===== src/rtl/fp_min_reduce_ctrl.sv =====
// Streaming FP min-reduction sequencer: folds each packet of operands into a running
// minimum and presents one result per packet with beat count, NaN and zero flags.
module fp_min_reduce_ctrl #(
    parameter int SIGN_W = 1,
    parameter int EXPO_W = 8,
    parameter int MANT_W = 23,
    parameter int CNT_W  = 16
) (
    input  logic                              clk,
    input  logic                              rst,
    input  logic                              in_vld,
    output logic                              in_rdy,
    input  logic [SIGN_W+EXPO_W+MANT_W-1:0]   in_data,
    input  logic                              in_last,
    output logic                              out_vld,
    input  logic                              out_rdy,
    output logic [SIGN_W+EXPO_W+MANT_W-1:0]   out_data,
    output logic [CNT_W-1:0]                  out_cnt,
    output logic                              out_nan,
    output logic                              out_zero
);

    localparam int FP_W  = SIGN_W + EXPO_W + MANT_W;
    localparam int MAG_W = EXPO_W + MANT_W;

    localparam logic [1:0] ST_IDLE = 2'd0;
    localparam logic [1:0] ST_ACC  = 2'd1;
    localparam logic [1:0] ST_OUT  = 2'd2;

    localparam logic [FP_W-1:0]  QNAN    = {{SIGN_W{1'b0}}, {EXPO_W{1'b1}}, 1'b1,
                                            {(MANT_W-1){1'b0}}};
    localparam logic [CNT_W-1:0] CNT_ONE = {{(CNT_W-1){1'b0}}, 1'b1};
    localparam logic [CNT_W-1:0] CNT_MAX = {CNT_W{1'b1}};

    logic [1:0]      state_q, state_d;
    logic [FP_W-1:0] acc_q, acc_d;
    logic [CNT_W-1:0] cnt_q, cnt_d;
    logic            accept;

    function automatic logic is_nan(input logic [FP_W-1:0] v);
        return (v[MANT_W +: EXPO_W] == {EXPO_W{1'b1}}) && (v[MANT_W-1:0] != '0);
    endfunction

    function automatic logic zero_chk(input logic [FP_W-1:0] v);
        return v[MAG_W-1:0] == '0;
    endfunction

    // a is the accumulator: ties keep a; a lone NaN yields the other operand.
    function automatic logic [FP_W-1:0] fp_min(input logic [FP_W-1:0] a,
                                               input logic [FP_W-1:0] b);
        logic             a_nan, b_nan, b_less;
        logic [MAG_W-1:0] a_mag, b_mag;
        a_nan = is_nan(a);
        b_nan = is_nan(b);
        a_mag = a[MAG_W-1:0];
        b_mag = b[MAG_W-1:0];
        if (a_nan && b_nan) return QNAN;
        if (a_nan) return b;
        if (b_nan) return a;
        if (a[FP_W-1] != b[FP_W-1]) b_less = b[FP_W-1];
        else if (a[FP_W-1])         b_less = b_mag > a_mag;
        else                        b_less = b_mag < a_mag;
        return b_less ? b : a;
    endfunction

    assign in_rdy = !rst && (state_q != ST_OUT);
    assign accept = in_vld && in_rdy;

    always_comb begin
        state_d = state_q;
        acc_d   = acc_q;
        cnt_d   = cnt_q;
        case (state_q)
            ST_IDLE: begin
                if (accept) begin
                    acc_d   = in_data;
                    cnt_d   = CNT_ONE;
                    state_d = in_last ? ST_OUT : ST_ACC;
                end
            end
            ST_ACC: begin
                if (accept) begin
                    acc_d = fp_min(acc_q, in_data);
                    cnt_d = (cnt_q == CNT_MAX) ? cnt_q : cnt_q + CNT_ONE;
                    if (in_last) state_d = ST_OUT;
                end
            end
            ST_OUT: begin
                if (out_rdy) state_d = ST_IDLE;
            end
            default: state_d = ST_IDLE;
        endcase
    end

    always_ff @(posedge clk or posedge rst) begin
        if (rst) begin
            state_q <= ST_IDLE;
            acc_q   <= '0;
            cnt_q   <= '0;
        end else begin
            state_q <= state_d;
            acc_q   <= acc_d;
            cnt_q   <= cnt_d;
        end
    end

    assign out_vld  = (state_q == ST_OUT);
    assign out_data = acc_q;
    assign out_cnt  = cnt_q;
    assign out_nan  = is_nan(acc_q);
    assign out_zero = zero_chk(acc_q);

endmodule


===== config.mk =====
export PLATFORM = sky130hd
export DESIGN_NAME = fp_min_reduce_ctrl
export DESIGN_NICKNAME = d
export VERILOG_FILES = /design/src/rtl/fp_min_reduce_ctrl.sv
export SDC_FILE = /design/constraint.sdc
export NUM_CORES = 1
export LEC_CHECK = 0
export CAP_MARGIN = 0
export CORE_MARGIN = 5
export CORE_UTILIZATION = 35
export CTS_CLUSTER_SIZE = 28
export DETAILED_ROUTE_END_ITERATION = 8
export PLACE_DENSITY_LB_ADDON = 0.08
export SLEW_MARGIN = 10
export SYNTH_ARGS = -nofsm -noshare
export SYNTH_HDL_FRONTEND = slang
export SYNTH_SLANG_ARGS = --single-unit

===== constraint.sdc =====
create_clock -name clk -period 2.9 [get_ports clk]
set_clock_uncertainty 0.05 [all_clocks]
set_input_delay 0.29 -clock clk [delete_from_list [all_inputs] [get_ports clk]]
set_output_delay 0.29 -clock clk [all_outputs]
set_load 0.02 [all_outputs]

==> results.yml, run 1 <==
logic_synthesis:
  synth.area.top_cells: "sky130_fd_sc_hd__dfrtp_1 (39%), sky130_fd_sc_hd__ha_1 (13%), sky130_fd_sc_hd__mux2i_1 (7.6%)"
  synth_async_sr_flop_share: 1.00
  synth_flop_cell: "sky130_fd_sc_hd__dfrtp_1"
  synth.cell_area_um2: 3170
  synth_seq_cells: 50
  synthesis.instances: 334
  synth.most_common_cell: "sky130_fd_sc_hd__dfrtp_1"
  synth_cell_types: 42
  netlist.area_leader.share: 0.395
  synth-seq-area-share: 0.395
  synthesis.yosys.warnings: 0
  synth_area_leader_cell: "sky130_fd_sc_hd__dfrtp_1"
  mappedNetlistNets: 403
  netlist_top_cells_count: "sky130_fd_sc_hd__dfrtp_1 (50), sky130_fd_sc_hd__nand2_1 (43), sky130_fd_sc_hd__inv_1 (35), sky130_fd_sc_hd__ha_1 (32), sky130_fd_sc_hd__mux2i_1 (24)"
  synthesized_area_divided_by_synthesized_cell_count_um2: 9.49
  synth_enable_flop_cells: 0
timing:
  hold_violations: 0
  slew_viol_final: 0
  transition_time_at_the_pin_with_the_least_slew_margin_ps: 833
  timing.final.crit_share: 0.949
  post-route-min-period_ps: 2750
  max-slew-margin-rel: 0.437
  fin_worst_hold_slack_ps: 306
  finalSetupViolCount: 0
  rsz_0062_raised_after_global_routing: "no"
  setup_slack_ps: 148
  clock.fmax_ghz: 0.363
drt:
  dr_wl_met3_um: 393
  top_signal_layer_used: "met4"
  drt-wirelength-per-cell_um: 15.4
  drt_pass1_iterations: 4
  m1WireLength_um: 4170
  count_of_antenna_violating_nets_left_after_detailed_routing: 0
  postRouteWirelength_um: 8920
  routed_via_density: 5.01
  post-route-drc-count: 0
  via_count: 2903
  initialDrtViolationCount: 103
  met2_length_um: 4240
place:
  portBuffers: 88
  gp_routability_congestion: 0.841
  post-dp-hpwl_um: 7250
  dp_worst_setup_slack_ps: -282
outcome:
  result_of_the_run: "complete, no violations"
global_routing:
  grt.overflow.total: 0
  antenna_found_initial: 0
  first_global_vias: 3081
  grt_first_pass_wirelength_um: 14800
  grtUsageTotal: 0.161
  grt_start_max_net_pins: 25
clock_network:
  clock_latency_ps: 300
  cts.path.max_buffers: 2
  cts_tree: "built"
  cts.clk_slew.worst_paths_ps: 90
  cts_buffers: 5
  clock_tree.htree_level_count: 2
  ctsHoldBuffers: 0
  cts.sink_count: 50
  cts.root.buffer_cell: "sky130_fd_sc_hd__clkbuf_8"
critical_path:
  rr_startpoint: "out_data[22]$_DFFE_PP0P_"
  critPathLaunch: "out_data[22]$_DFFE_PP0P_"
  timing.critical_path.from_type: "flop"
  reg2regPathDepth: 10
  worstPathRequired_ps: 3040
  timing.setup.critical_path_class: "flop to flop"
  crit_path_max_fanout: 5
  critPathCaptureType: "flop"
  worst-endpoint-arrival_ps: 2900
pwr:
  worst_vdd_rail_ir_drop_mv: 0.524
  post_layout_total_power_mw: 3.95
  total_leakage_power_nw: 2.31
  power_density_nw_per_um2: 844
layout:
  area_delta_synth_final_pct: 47.6
  drive_above_1_share: 0.153
  layout.nets: 540
  antenna_cells: 0
worst_hold_path:
  worst_hold_path_type: "input pin to async pin"
floorplanning:
  design.core.area_um2: 8760
  floorplan.die.height_um: 105
  boundary_pin_count: 89
  start_util: 0.362
  fp.dieW_um: 105
  rows: 34
  die-area_um2: 11100
run:
  max_cap_violations: 0
-- layout by cell type (no fill, tap or decap), types with 5 or more instances in the layout --
| cell | count |
|---|---|
| sky130_fd_sc_hd__dfrtp_1 | 48 |
| sky130_fd_sc_hd__ha_1 | 32 |
| sky130_fd_sc_hd__nand4_1 | 15 |
| sky130_fd_sc_hd__inv_1 | 34 |
| sky130_fd_sc_hd__clkbuf_8 | 5 |
| sky130_fd_sc_hd__nor4_1 | 16 |
| sky130_fd_sc_hd__nand3_1 | 11 |
| sky130_fd_sc_hd__nor2b_1 | 6 |
| sky130_fd_sc_hd__buf_4 | 45 |
| sky130_fd_sc_hd__mux2i_1 | 24 |
| sky130_fd_sc_hd__nor3_1 | 7 |
| sky130_fd_sc_hd__mux2_4 | 7 |
| sky130_fd_sc_hd__o21ai_0 | 7 |
| sky130_fd_sc_hd__clkdlybuf4s50_1 | 88 |
| sky130_fd_sc_hd__nand2_1 | 43 |
| sky130_fd_sc_hd__xor2_1 | 7 |
| sky130_fd_sc_hd__nor2_1 | 21 |
| sky130_fd_sc_hd__a21oi_1 | 13 |
-- per-stage QoR --
step	instances	utilization	instance area (µm²)	setup TNS, ps
after floorplan	334	-	3170	0
after detailed placement	568	0.515	4520	-7980
final	580	0.534	4680	0
after global placement	568	0.515	4520	-6670
after CTS	576	0.528	4630	0
after global routing	580	0.534	4680	0
-- timing repair --
item	in CTS	in global routing
setup endpoints to repair	0	31
resized for setup	0	5
buffers inserted	0	4
-- final timing paths --
kind | end | slack [ps]
setup / recovery | out_data[26]$_DFFE_PP0P_ | 150
hold / removal | state_q[1]$_DFFE_PP0P_ | 310
setup reg to reg | out_data[26]$_DFFE_PP0P_ | 150
hold reg to reg | state_q[0]$_DFFE_PP0P_ | 500
max in group asynchronous | out_data[7]$_DFFE_PP0P_ | 1870
min in group clk | state_q[0]$_DFFE_PP0P_ | 500
-- cells by family after synthesis --
| group | Yosys count | synth area share |
|---|---|---|
| AO/OA/AOI/OAI | 37 | 0.0746 |
| buffers and inverters | 42 | 0.0549 |
| XOR/XNOR | 11 | 0.0304 |
| multiplexers | 33 | 0.116 |
| flip-flops | 50 | 0.395 |
| adder cells (fa/ha/maj) | 32 | 0.126 |
| AND/OR/NAND/NOR | 129 | 0.203 |
-- critical path, cell delays in order, from the launching register on --
cell                       delay, ps
sky130_fd_sc_hd__dfrtp_1         420
sky130_fd_sc_hd__inv_1           100
sky130_fd_sc_hd__ha_1            290
sky130_fd_sc_hd__nand4_1         160
sky130_fd_sc_hd__nor4_4           80
sky130_fd_sc_hd__a221oi_1        280
sky130_fd_sc_hd__o211ai_1        200
sky130_fd_sc_hd__o2111a_2        320
sky130_fd_sc_hd__nor3_4          240
sky130_fd_sc_hd__buf_4           200
sky130_fd_sc_hd__mux2_4          300
-- metal layers --
layer  global-route usage  vias to the layer above
met4               0.0429                        0
met5                    0                        -
met2                0.265                       73
li1                     -                     1458
met1                0.217                     1362
met3               0.0308                       10
-- state kept, by name, summed over array words and instances (netlist names) --
register and flops:
out_cnt 16, out_data 32, state_q 2
-- where the power goes --
part / switching, mW / internal, mW / leakage [nW] / total (mW)
Clock: 0.244 / 0.255 / 0.0579 / 0.498
Sequential: 0.290 / 0.964 / 0.606 / 1.25
Combinational: 1.08 / 1.11 / 1.65 / 2.19
-- final cells by class --
type	count	area [µm²]
clock buffer	5	68.8
clock inverter	3	40.0
fill	821	4090
inverter	35	131
multi-input combinational	242	1760
sequential	50	1250
tap	108	135
timing repair buffer	137	1290
Note: power is estimated with default switching activity, not from simulation.
==> inputs of run 2 (changes only) <==
--- a/config.mk
+++ b/config.mk
@@ -5,9 +5,11 @@
 export SDC_FILE = /design/constraint.sdc
 export NUM_CORES = 1
 export LEC_CHECK = 0
+export ABC_AREA = 1
 export CAP_MARGIN = 0
 export CORE_MARGIN = 5
 export CORE_UTILIZATION = 35
+export CTS_CLUSTER_DIAMETER = 120
 export CTS_CLUSTER_SIZE = 28
 export DETAILED_ROUTE_END_ITERATION = 8
 export PLACE_DENSITY_LB_ADDON = 0.08
==> run 2 against run 1 <==
Wire length grew 11%. Clock-buffer cell count grew 1. Highest routed layer unchanged. Power shrank 27%. Register-to-register slack gained 400 ps. Fmax grew 11%. Via count grew 20%. Global-route usage grew 0.50 points. Combinational power shrank 38%. Critical path type is now flop to output pin. Worst hold slack lost 91 ps. Clock power grew 2%.
==> results.yml, run 2 <==
pwr:
  power.switching_fraction: 0.407
  power.internal_mw: 1.71
  switchingPower_mw: 1.17
  seq_power_share: 0.355
  power.clock.fraction: 0.177
  power_density_nw_per_um2: 604
  total_leakage_power_nw: 2.43
  worst_vdd_rail_ir_drop_mv: 0.373
  part_of_the_total_power_dissipated_in_combinational_logic: 0.468
timing:
  fin_worst_hold_slack_ps: 216
  max-slew-margin-rel: 0.734
  fin_tns_setup_ps: 0
  clock.fmax_ghz: 0.405
  slew_viol_final: 0
  setup_slack_ps: 431
  timing.final.crit_share: 0.851
  transition_time_at_the_pin_with_the_least_slew_margin_ps: 396
  post-route-min-period_ps: 2470
  hold_violations: 0
  finalSetupViolCount: 0
  rsz_0062_raised_after_global_routing: "no"
floorplanning:
  die-area_um2: 12400
  boundary_pin_count: 89
  fp.dieW_um: 111
  floorplan.die.height_um: 111
  rows: 37
  start_util: 0.353
  design.core.area_um2: 10200
drt:
  count_of_antenna_violating_nets_left_after_detailed_routing: 0
  drt-wirelength-per-cell_um: 13.2
  initialDrtViolationCount: 177
  drt_pass1_iterations: 5
  post-route-drc-count: 0
  routed_via_density: 4.66
  postRouteWirelength_um: 9910
  via_count: 3487
global_routing:
  antenna_found_initial: 0
  first_global_vias: 3545
  grtUsageTotal: 0.166
  grt_start_max_net_pins: 28
  grt.overflow.total: 0
  grt_first_pass_wirelength_um: 17200
critical_path:
  kind_of_cell_adding_the_most_delay_to_the_critical_path: "buffers and inverters"
  worstPathRequired_ps: 2560
  cp_num_buf_inv: 2
  timing.critical_path.slowest_cell_delay_ps: 650
  worstPathCellList: "inv_1 -> nand4_1 -> nor2_1 -> nand4_1 -> nor3_1 -> clkdlybuf4s50_1"
  crit_path_max_fanout: 3
  worst-endpoint-arrival_ps: 2130
  timing.critical_path.from_type: "flop"
  cpMaxStageDelayCell: "sky130_fd_sc_hd__clkdlybuf4s50_1"
  critPathMostFrequentCell: "sky130_fd_sc_hd__nand4_1"
  rr_startpoint: "out_data[30]$_DFFE_PP0P_"
  critPathLaunch: "out_data[13]$_DFFE_PP0P_"
  critPathCaptureType: "output pin"
  timing.setup.critical_path_class: "flop to output pin"
layout:
  finalInstanceArea_um2: 4760
  layout.cells.non_filler: 748
  nFillCells: 1052
  antenna_cells: 0
  flip_flop_count_of_the_largest_register_after_layout: 32
  area_delta_synth_final_pct: 32.5
  drive_above_1_share: 0.0523
  layout.cells.most_common: "sky130_fd_sc_hd__nand2_1"
  layout.nets: 680
  layout_common_cells: "sky130_fd_sc_hd__nand2_1 (174), sky130_fd_sc_hd__inv_1 (88), sky130_fd_sc_hd__clkdlybuf4s50_1 (88), sky130_fd_sc_hd__dfrtp_1 (50), sky130_fd_sc_hd__nand3_1 (43)"
clock_network:
  cts_tree: "built"
  cts_buffers: 5
  cts.sink_count: 50
  cts.root.buffer_cell: "sky130_fd_sc_hd__clkbuf_8"
  postCtsSetupBuffers: 0
  clock_latency_ps: 310
  cts.clk_slew.worst_paths_ps: 100
  post_cts_resized: 0
  ctsHoldBuffers: 0
  cts.path.max_buffers: 2
  clock_tree.htree_level_count: 2
logic_synthesis:
  mappedNetlistNets: 589
  synth.cell_area_um2: 3590
  synth_cell_types: 31
  synth-seq-area-share: 0.348
  synthesis.yosys.warnings: 0
  netlist_top_cells_count: "sky130_fd_sc_hd__nand2_1 (174), sky130_fd_sc_hd__inv_1 (89), sky130_fd_sc_hd__dfrtp_1 (50), sky130_fd_sc_hd__nand3_1 (43), sky130_fd_sc_hd__nor2_1 (34)"
  synth_area_leader_cell: "sky130_fd_sc_hd__dfrtp_1"
  netlist.area_leader.share: 0.348
  synth_enable_flop_cells: 0
  synth.area.top_cells: "sky130_fd_sc_hd__dfrtp_1 (35%), sky130_fd_sc_hd__nand2_1 (18%), sky130_fd_sc_hd__ha_1 (11%)"
  synth.most_common_cell: "sky130_fd_sc_hd__nand2_1"
  synth_seq_cells: 50
  synth_flop_cell: "sky130_fd_sc_hd__dfrtp_1"
  synthesized_area_divided_by_synthesized_cell_count_um2: 6.91
  synthesis.instances: 520
  synth_async_sr_flop_share: 1.00
outcome:
  result_of_the_run: "complete, no violations"
place:
  place_inst: 740
  gp_routability_congestion: 0.870
  portBuffers: 88
  post-dp-hpwl_um: 7820
  dp_worst_setup_slack_ps: 209
  total_placed_instance_area_um2: 4650
worst_hold_path:
  worst_hold_path_type: "input pin to async pin"
run:
  max_cap_violations: 0
-- run 2: cells by family (layout without fill, tap and decap cells) --
logic type,after synthesis,count (layout),synth area share
flip-flops,50,50,0.348
adder cells (fa/ha/maj),32,32,0.111
AND/OR/NAND/NOR,288,288,0.344
AO/OA/AOI/OAI,38,38,0.0658
XOR/XNOR,5,5,0.0122
buffers and inverters,107,199,0.118
-- run 2: worst paths after layout --
| path | end | slack, ps | cells past startpoint |
|---|---|---|---|
| worst max-delay path | out_zero | 430 | 6 |
| worst max register to register | out_data[11]$_DFFE_PP0P_ | 550 | 15 |
| worst min register to register | out_data[4]$_DFFE_PP0P_ | 460 | 2 |
| max in group asynchronous | state_q[1]$_DFFE_PP0P_ | 1960 | 3 |
| min in group clk | out_data[4]$_DFFE_PP0P_ | 460 | 2 |
| worst min-delay path | out_data[30]$_DFFE_PP0P_ | 220 | 2 |
-- run 2: metal layers --
metal  share of wire  GRT usage
met4          0.0079     0.0260
met5               0          0
met2            0.50      0.292
met1            0.46      0.219
met3           0.040     0.0273
-- run 2: final cells by class --
class                   instances  area [µm²]  area share
multi-input cells             363        1920       0.403
flip-flops and latches         50        1250       0.263
clock buffers                   6        72.6      0.0152
inverters                      95         357      0.0749
repair buffers                 96         953       0.200
well taps                     136         170      0.0358
clock inverters                 2        37.5     0.00789
-- run 2: power groups by stage --
stage	clock [mW]	combinational [mW]	sequential, mW
floorplan	0	0.619	1.19
global placement	0	1.34	1.04
detailed placement	0	1.36	1.03
CTS	0.528	1.37	1.02
global route	0.560	1.52	1.05
finish	0.508	1.35	1.02
-- run 2: worst register-to-register path, cell delays in order (launching register included) --
cell                      delay [ps]
sky130_fd_sc_hd__dfrtp_1         410
sky130_fd_sc_hd__inv_1            70
sky130_fd_sc_hd__ha_1            290
sky130_fd_sc_hd__nand2_1          70
sky130_fd_sc_hd__nor2_1          140
sky130_fd_sc_hd__nand3_1         160
sky130_fd_sc_hd__nor3_2          170
sky130_fd_sc_hd__nand2_1          70
sky130_fd_sc_hd__nand2_1          70
sky130_fd_sc_hd__nand2_1          50
sky130_fd_sc_hd__nand2_1          50
sky130_fd_sc_hd__nand2_1          50
sky130_fd_sc_hd__nand2_1         120
sky130_fd_sc_hd__buf_4           310
sky130_fd_sc_hd__nand3_1         120
sky130_fd_sc_hd__nand2_1          80
-- run 2: per-stage QoR --
stage           util  total power [mW]
3_5_place_dp   0.457              2.40
5_1_grt        0.467              3.14
2_1_floorplan      -              1.81
4_1_cts        0.467              2.92
6_report       0.467              2.87
3_3_place_gp   0.457              2.38
